==> config.mk <==
export PLATFORM = sky130hd
export DESIGN_NAME = hdmi_tile_wr_ctrl_flat
export DESIGN_NICKNAME = d
export VERILOG_FILES = /design/src/rtl/hdmi_tile_wr_ctrl_pkg.sv /design/src/rtl/hdmi_tile_wr_ctrl_if.sv /design/src/rtl/hdmi_tile_wr_ctrl_sync_fifo.sv /design/src/rtl/hdmi_tile_wr_ctrl.sv /design/src/flat_wrapper.sv
export SDC_FILE = /design/constraint.sdc
export NUM_CORES = 1
export LEC_CHECK = 0
export ABC_AREA = 1
export BUFFER_PORTS_ARGS = -buffer_cell sky130_fd_sc_hd__buf_2
export CORE_MARGIN = 2
export CORE_UTILIZATION = 35
export CTS_BUF_LIST = sky130_fd_sc_hd__clkbuf_16
export DETAILED_ROUTE_END_ITERATION = 10
export GPL_TIMING_DRIVEN = 0
export SYNTH_ARGS = -nofsm -noshare
export SYNTH_HDL_FRONTEND = slang
export SYNTH_SLANG_ARGS = --single-unit
export TNS_END_PERCENT = 1
==> constraint.sdc <==
create_clock -name sys_clk -period 7.4 [get_ports sys_clk]
set_input_delay 0.74 -clock sys_clk [delete_from_list [all_inputs] [get_ports sys_clk]]
set_output_delay 0.74 -clock sys_clk [all_outputs]
set_load 0.01 [all_outputs]
==> src/rtl/hdmi_tile_wr_ctrl_pkg.sv <==
// hdmi_pkg: register map, CTRL/STATUS bit positions and drain FSM encoding shared by the tile write path.
// No ports; exports byte offsets, bit indices, state_t and apply_strb().
package hdmi_pkg;
   localparam logic [4:0] OFF_ADDR   = 5'h00;
   localparam logic [4:0] OFF_DATA   = 5'h04;
   localparam logic [4:0] OFF_CTRL   = 5'h08;
   localparam logic [4:0] OFF_STATUS = 5'h0C;
   localparam logic [4:0] OFF_USER_U = 5'h10;
   localparam logic [4:0] OFF_USER_D = 5'h14;
   localparam int CTRL_AUTO_INC = 0;
   localparam int CTRL_VB_ONLY  = 1;
   localparam int ST_FULL  = 8;
   localparam int ST_EMPTY = 9;
   localparam int ST_BUSY  = 10;
   typedef enum logic [1:0] {S_IDLE, S_WAIT_VB, S_WRITE} state_t;
   // Byte-strobe merge: strobed bytes come from new_v, the rest keep old_v.
   function automatic logic [31:0] apply_strb(input logic [31:0] old_v, input logic [31:0] new_v,
                                              input logic [3:0] strb);
      logic [31:0] m;
      m = {{8{strb[3]}}, {8{strb[2]}}, {8{strb[1]}}, {8{strb[0]}}};
      return (old_v & ~m) | (new_v & m);
   endfunction
endpackage

==> src/rtl/hdmi_tile_wr_ctrl_if.sv <==
// hdmi_tile_wr_ctrl_if: PicoRV32 native memory bus toward the tile write controller.
// master = CPU side (drives valid/addr/wdata/wstrb), slave = controller (drives ready/rdata).
interface hdmi_tile_wr_ctrl_if;
   logic        mem_valid;
   logic        mem_ready;
   logic [4:0]  mem_addr;
   logic [31:0] mem_wdata;
   logic [3:0]  mem_wstrb;
   logic [31:0] mem_rdata;
   modport master (output mem_valid, mem_addr, mem_wdata, mem_wstrb, input mem_ready, mem_rdata);
   modport slave  (input mem_valid, mem_addr, mem_wdata, mem_wstrb, output mem_ready, mem_rdata);
endinterface

==> src/rtl/hdmi_tile_wr_ctrl_sync_fifo.sv <==
// sync_fifo: single-clock show-ahead FIFO with full/empty/level.
// Ports: clk, rst (async high), push_i/din_i write side, pop_i/dout_o read side (dout_o is the head),
// full_o, empty_o, level_o. A push while full is legal only together with a pop.
module sync_fifo #(
   parameter int W     = 48,
   parameter int DEPTH = 8
) (
   input  logic                     clk,
   input  logic                     rst,
   input  logic                     push_i,
   input  logic [W-1:0]             din_i,
   input  logic                     pop_i,
   output logic [W-1:0]             dout_o,
   output logic                     full_o,
   output logic                     empty_o,
   output logic [$clog2(DEPTH):0]   level_o
);
   localparam int AW = $clog2(DEPTH);
   localparam int LW = AW + 1;
   logic [W-1:0]  mem_q [DEPTH];
   logic [AW-1:0] wp_q, rp_q;
   logic [LW-1:0] level_q;
   always_ff @(posedge clk or posedge rst) begin
      if (rst) begin
         wp_q    <= '0;
         rp_q    <= '0;
         level_q <= '0;
      end else begin
         wp_q    <= push_i ? wp_q + 1'b1 : wp_q;
         rp_q    <= pop_i ? rp_q + 1'b1 : rp_q;
         level_q <= level_q + LW'(push_i) - LW'(pop_i);
      end
   end
   always_ff @(posedge clk) begin
      if (push_i) mem_q[wp_q] <= din_i;
   end
   assign dout_o  = mem_q[rp_q];
   assign full_o  = level_q == LW'(DEPTH);
   assign empty_o = level_q == '0;
   assign level_o = level_q;
endmodule

==> src/rtl/hdmi_tile_wr_ctrl.sv <==
// hdmi_tile_wr_ctrl: CPU register window that queues tile RAM writes and drains them, optionally only in vblank.
// Ports: sys_clk, rst (async high); bus (native memory bus, slave side); vblank_in (async pixel-domain blank);
// tile_we/tile_addr/tile_data (tile RAM write port); user_block_u/user_block_d; irq_empty (FIFO empty and idle).
module hdmi_tile_wr_ctrl
   import hdmi_pkg::*;
#(
   parameter int ADDR_W     = 16,
   parameter int FIFO_DEPTH = 8,
   parameter int WR_HOLD    = 2
) (
   input  logic                sys_clk,
   input  logic                rst,
   hdmi_tile_wr_ctrl_if.slave  bus,
   input  logic                vblank_in,
   output logic                tile_we,
   output logic [ADDR_W-1:0]   tile_addr,
   output logic [31:0]         tile_data,
   output logic [31:0]         user_block_u,
   output logic [31:0]         user_block_d,
   output logic                irq_empty
);
   localparam int LW = $clog2(FIFO_DEPTH) + 1;
   localparam int HW = WR_HOLD > 1 ? $clog2(WR_HOLD) : 1;
   logic [ADDR_W-1:0] addr_q, addr_d;
   logic [1:0]        ctrl_q, ctrl_d;
   logic [31:0]       user_u_q, user_u_d, user_d_q, user_d_d, rdata_q, rdata_d, status;
   logic              ready_q, vb_meta_q, vb_s_q;
   state_t            state_q;
   logic [HW-1:0]     hold_q;
   logic              tile_we_q;
   logic [ADDR_W-1:0] tile_addr_q;
   logic [31:0]       tile_data_q;
   logic [4:0]        off;
   logic              is_wr, req, data_wr, push, pop, accept, wr, full, empty, busy;
   logic [LW-1:0]     level;
   logic [ADDR_W+31:0] head;
   logic              unused_addr_lsbs;
   assign unused_addr_lsbs = ^bus.mem_addr[1:0];
   assign off     = {bus.mem_addr[4:2], 2'b00};
   assign is_wr   = |bus.mem_wstrb;
   // ready_q masks the ack cycle so a request held through its ack is not taken twice.
   assign req     = bus.mem_valid && !ready_q;
   assign data_wr = req && is_wr && off == OFF_DATA;
   // The drain pops only when it is allowed to write, so a held drain leaves the FIFO full.
   assign pop     = state_q == S_WAIT_VB && !empty && (!ctrl_q[CTRL_VB_ONLY] || vb_s_q);
   assign push    = data_wr && (!full || pop);
   assign accept  = req && !(data_wr && !push);
   assign wr      = accept && is_wr;
   assign busy    = state_q != S_IDLE;
   assign status  = {21'b0, busy, empty, full, 8'(level)};
   always_comb begin
      addr_d   = wr && off == OFF_ADDR ? ADDR_W'(apply_strb(32'(addr_q), bus.mem_wdata, bus.mem_wstrb))
               : push && ctrl_q[CTRL_AUTO_INC] ? addr_q + 1'b1 : addr_q;
      ctrl_d   = wr && off == OFF_CTRL ? 2'(apply_strb({30'b0, ctrl_q}, bus.mem_wdata, bus.mem_wstrb)) : ctrl_q;
      user_u_d = wr && off == OFF_USER_U ? apply_strb(user_u_q, bus.mem_wdata, bus.mem_wstrb) : user_u_q;
      user_d_d = wr && off == OFF_USER_D ? apply_strb(user_d_q, bus.mem_wdata, bus.mem_wstrb) : user_d_q;
      rdata_d  = !accept || is_wr     ? 32'b0
               : off == OFF_ADDR      ? 32'(addr_q)
               : off == OFF_CTRL      ? {30'b0, ctrl_q}
               : off == OFF_STATUS    ? status
               : off == OFF_USER_U    ? user_u_q
               : off == OFF_USER_D    ? user_d_q : 32'b0;
   end
   always_ff @(posedge sys_clk or posedge rst) begin
      if (rst) begin
         addr_q    <= '0;
         ctrl_q    <= '0;
         user_u_q  <= '0;
         user_d_q  <= '0;
         rdata_q   <= '0;
         ready_q   <= 1'b0;
         vb_meta_q <= 1'b0;
         vb_s_q    <= 1'b0;
      end else begin
         addr_q    <= addr_d;
         ctrl_q    <= ctrl_d;
         user_u_q  <= user_u_d;
         user_d_q  <= user_d_d;
         rdata_q   <= rdata_d;
         ready_q   <= accept;
         vb_meta_q <= vblank_in;
         vb_s_q    <= vb_meta_q;
      end
   end
   sync_fifo #(.W(ADDR_W + 32), .DEPTH(FIFO_DEPTH)) u_fifo (
      .clk     (sys_clk),
      .rst     (rst),
      .push_i  (push),
      .din_i   ({addr_q, bus.mem_wdata}),
      .pop_i   (pop),
      .dout_o  (head),
      .full_o  (full),
      .empty_o (empty),
      .level_o (level)
   );
   // Once WRITE is entered it runs its full hold regardless of vb_s.
   always_ff @(posedge sys_clk or posedge rst) begin
      if (rst) begin
         state_q     <= S_IDLE;
         hold_q      <= '0;
         tile_we_q   <= 1'b0;
         tile_addr_q <= '0;
         tile_data_q <= '0;
      end else begin
         case (state_q)
            S_IDLE:    state_q <= empty ? S_IDLE : S_WAIT_VB;
            S_WAIT_VB: if (pop) begin
               state_q                    <= S_WRITE;
               tile_we_q                  <= 1'b1;
               hold_q                     <= HW'(WR_HOLD - 1);
               {tile_addr_q, tile_data_q} <= head;
            end
            S_WRITE:   if (hold_q == '0) begin
               state_q   <= S_IDLE;
               tile_we_q <= 1'b0;
            end else begin
               hold_q <= hold_q - HW'(1);
            end
            default:   state_q <= S_IDLE;
         endcase
      end
   end
   assign bus.mem_ready = ready_q;
   assign bus.mem_rdata = rdata_q;
   assign tile_we       = tile_we_q;
   assign tile_addr     = tile_addr_q;
   assign tile_data     = tile_data_q;
   assign user_block_u  = user_u_q;
   assign user_block_d  = user_d_q;
   assign irq_empty     = empty && state_q == S_IDLE;
endmodule

==> src/flat_wrapper.sv <==
// flat-port wrapper written by rule: the top's interface ports become plain ports
module hdmi_tile_wr_ctrl_flat import hdmi_pkg::*;
#(
   parameter int ADDR_W     = 16,
   parameter int FIFO_DEPTH = 8,
   parameter int WR_HOLD    = 2
)
  (sys_clk, rst, vblank_in, tile_we, tile_addr, tile_data, user_block_u, user_block_d, irq_empty, bus_mem_valid, bus_mem_addr, bus_mem_wdata, bus_mem_wstrb, bus_mem_ready, bus_mem_rdata);
  hdmi_tile_wr_ctrl_if bus_i ();
  input  logic sys_clk;
  input  logic rst;
  input  logic vblank_in;
  output logic tile_we;
  output logic [ADDR_W-1:0] tile_addr;
  output logic [31:0] tile_data;
  output logic [31:0] user_block_u;
  output logic [31:0] user_block_d;
  output logic irq_empty;
  input wire logic [$bits(bus_i.mem_valid)-1:0] bus_mem_valid;
  input wire logic [$bits(bus_i.mem_addr)-1:0] bus_mem_addr;
  input wire logic [$bits(bus_i.mem_wdata)-1:0] bus_mem_wdata;
  input wire logic [$bits(bus_i.mem_wstrb)-1:0] bus_mem_wstrb;
  output wire logic [$bits(bus_i.mem_ready)-1:0] bus_mem_ready;
  output wire logic [$bits(bus_i.mem_rdata)-1:0] bus_mem_rdata;
  assign bus_i.mem_valid = bus_mem_valid;
  assign bus_i.mem_addr = bus_mem_addr;
  assign bus_i.mem_wdata = bus_mem_wdata;
  assign bus_i.mem_wstrb = bus_mem_wstrb;
  assign bus_mem_ready = bus_i.mem_ready;
  assign bus_mem_rdata = bus_i.mem_rdata;
  hdmi_tile_wr_ctrl #(.ADDR_W(ADDR_W), .FIFO_DEPTH(FIFO_DEPTH), .WR_HOLD(WR_HOLD)) u_core (.sys_clk(sys_clk), .rst(rst), .bus(bus_i), .vblank_in(vblank_in), .tile_we(tile_we), .tile_addr(tile_addr), .tile_data(tile_data), .user_block_u(user_block_u), .user_block_d(user_block_d), .irq_empty(irq_empty));
endmodule
==> flow_summary.toml <==
[die]
coreArea_mm2 = 0.06412
initial_utilization_pct = 35.23
die_area_mm2 = 0.06658
io_pins = 192
die_w_um = 258.0
num_rows = 93
die_h_um = 258.0

[clock_network]
htreeDepth = 2
numCtsBuffers = 56
post_cts_buffers = 0
path_clk_slew_ns = 0.06
clkSinkCount = 563
hold_buffers = 0
cts_resized = 0
cts_root_buffer = "clkbuf_16"
cts_tree = "yes"
clk_latency_ns = 0.61
clockBufferDepth = 3

[route]
vias_per_cell = 5.200
drt-initial-drc-count = 1471
wirelength_mm = 67.16
ant_nets = 0
routedWlPerCell_um = 22.05
drcViolationCount = 0
vias = 15840
dr.pass1.iters = 5

[synthesis]
synth_compound_area_share_pct = 12.84
synth_area_per_cell_um2 = 12.19
synthSimpleGateAreaFrac_pct = 11.58
ys_ff_latch = 563
synthMuxAreaShare_pct = 0
ys_seq_area_share_pct = 70.89
synth_top_family_by_area = "compound AO/OA/AOI/OAI gates"
syn-num-nets = 1910
synthAdderAreaFrac_pct = 0.6980
syn_inst = 1853
ys.flop_type = "edfxtp_1"
synth_warnings = 0
yosysUniqueCellTypes = 36
syn_area_mm2 = 0.02259
postSynth.asyncResetShare_pct = 31.79
synth_xor_area_share_pct = 0.7368
synth-edff-count = 384

[run]
maxCapViolCount = 0

[hold_path]
hold_class = "in2async"

[timing]
fin_ws_ns = 4.118
max-slew-margin-rel_pct = 36.25
slew_viol_final = 0
period_share_pct = 44.35
rsz0062_at_grt = "no"
setup_viol = 0
tightest_slew_ns = 0.9510
period_needed_ns = 3.282
finClkSkew_ns = 0.01410
max_freq_mhz = 304.7
hold_violations = 0

[placement]
dp.cells = 2940
place_ws_ns = 3.667
portBuffers = 189
dp_hpwl_mm = 47.75
gp_congestion = 0.8829
post_dp_cell_area_mm2 = 0.02516

[layout]
layout-drive-gt1-share_pct = 19.35
finalNonFillerCells = 3046
seqCellArea_mm2 = 0.01601
n_fill_cell = 5913
antennaDiodeCount = 0
finish.utilization_pct = 42.15
multiInputGateArea_mm2 = 0.005879
nets = 2200
stdcell_area_mm2 = 0.02702
area_delta_synth_final_pct = 19.65

[grt]
grt_antenna_before_repair = 1
grtUsageTotal_pct = 19.94
grt_pass1_vias = 15706
gr-total-overflow = 0
grt_max_degree = 120
grt_first_pass_wirelength_mm = 99.93

[pwr]
powerDensity_mw_per_mm2 = 356.5
vdd_drop_max_uv = 173.0
leakage_uw = 0.01070

[worst_setup_path]
crit_path_end_kind = "register"
crit_type = "reg2reg"
cp-start-kind = "register"
cp_max_fo = 9
arrival_ns = 3.59
crit_start = "u_core.state_q[1]"
r2r_start = "u_core.state_q[1]"
critical_path_required_ns = 7.71

[run_status]
status = "finished, final reports clean"
-- routing by layer --
metal	routed length (um)	global-route usage, %
met3	5056	4.456
met5	13	0
met4	1689	5.604
met1	28440	26.45
met2	31960	32.94
-- logic make-up after synthesis --
group,Yosys count
XOR/XNOR,19
buffers and inverters,178
AND/OR/NAND/NOR,635
AO/OA/AOI/OAI,446
adder cells (fa/ha/maj),12
flip-flops,563
-- power breakdown --
group	switching, uW	internal, uW
clock network	1210	1660
registers	250	3690
logic	1990	835
-- path summary, 6_finish.rpt --
kind | to | slack (ns) | depth (start not counted)
max in group asynchronous | async pin | 6.22 | 3
hold / removal | u_core.bus.mem_rdata[23] | 0.16 | 2
hold reg to reg | u_core.vb_s_q | 0.35 | 0
min in group sys_clk | u_core.vb_meta_q | 0.25 | 1
setup reg to reg | u_core.u_fifo.mem_q[0][13] | 4.12 | 12
setup / recovery | u_core.u_fifo.mem_q[0][13] | 4.12 | 12
-- critical path: stages, from the launching register on --
cell and delay [ns]:
dfrtp_1 0.39, inv_1 0.10, ha_1 0.19, inv_1 0.06, a21oi_2 0.14, a21oi_1 0.11, nor2_2 0.21, inv_1 0.08
or2_1 0.32, nor3_2 0.74, buf_6 0.27, buf_6 0.19, buf_6 0.18
-- cell usage after synthesis (2+ instances only) --
library cell | n | share of area (%)
inv_2 | 3 | 0.050
a21oi_1 | 24 | 0.53
o21ai_0 | 229 | 5.1
buf_2 | 6 | 0.13
a22o_1 | 14 | 0.54
nor2_8 | 2 | 0.18
buf_1 | 5 | 0.083
xor2_1 | 18 | 0.70
nor3_1 | 10 | 0.22
ha_1 | 11 | 0.61
nor2_2 | 2 | 0.055
nor2_1 | 221 | 3.7
dfrtp_1 | 179 | 20
o22ai_1 | 15 | 0.42
inv_1 | 69 | 1.1
nand2_4 | 9 | 0.45
nand3_2 | 2 | 0.089
o21ai_2 | 64 | 2.5
nand2_1 | 321 | 5.3
edfxtp_1 | 384 | 51
buf_6 | 8 | 0.40
o221ai_1 | 82 | 3.2
nand2_2 | 4 | 0.11
o211ai_1 | 14 | 0.47
nand3_1 | 59 | 1.3
nand4_1 | 3 | 0.083
clkbuf_1 | 86 | 1.4
-- through the flow --
stage	setup TNS [ns]	power, uW	hold slack (ns)
after CTS	0	9691	0.1589
after global routing	0	10130	0.1789
after detailed placement	0	6825	0.3379
after floorplan	0	5568	0.3312
after global placement	-601.28	6746	0.3423
final	0	9633	0.1611
-- cell type report --
cell class / count / area share, %
multi-input cells: 1112 / 21.76
clock buffers: 58 / 5.371
inverters: 73 / 1.042
plain buffers: 105 / 1.708
clock inverters: 48 / 1.537
flip-flops and latches: 563 / 59.25
well taps: 855 / 3.959
repair buffers: 232 / 5.380
-- cells in the final DEF, fill, tap and decap left out, types with 15 or more instances in the layout --
master       n
inv_1       81
nor2_1     221
a21oi_1     24
o21ai_2     64
nand2_1    321
xor2_1      18
o22ai_1     15
clkbuf_1    86
nand3_1     59
o221ai_1    82
buf_6       44
clkbuf_16   58
dfrtp_1    179
buf_2      195
o21ai_0    229
edfxtp_1   384
Note: power is estimated with default switching activity, not from simulation.
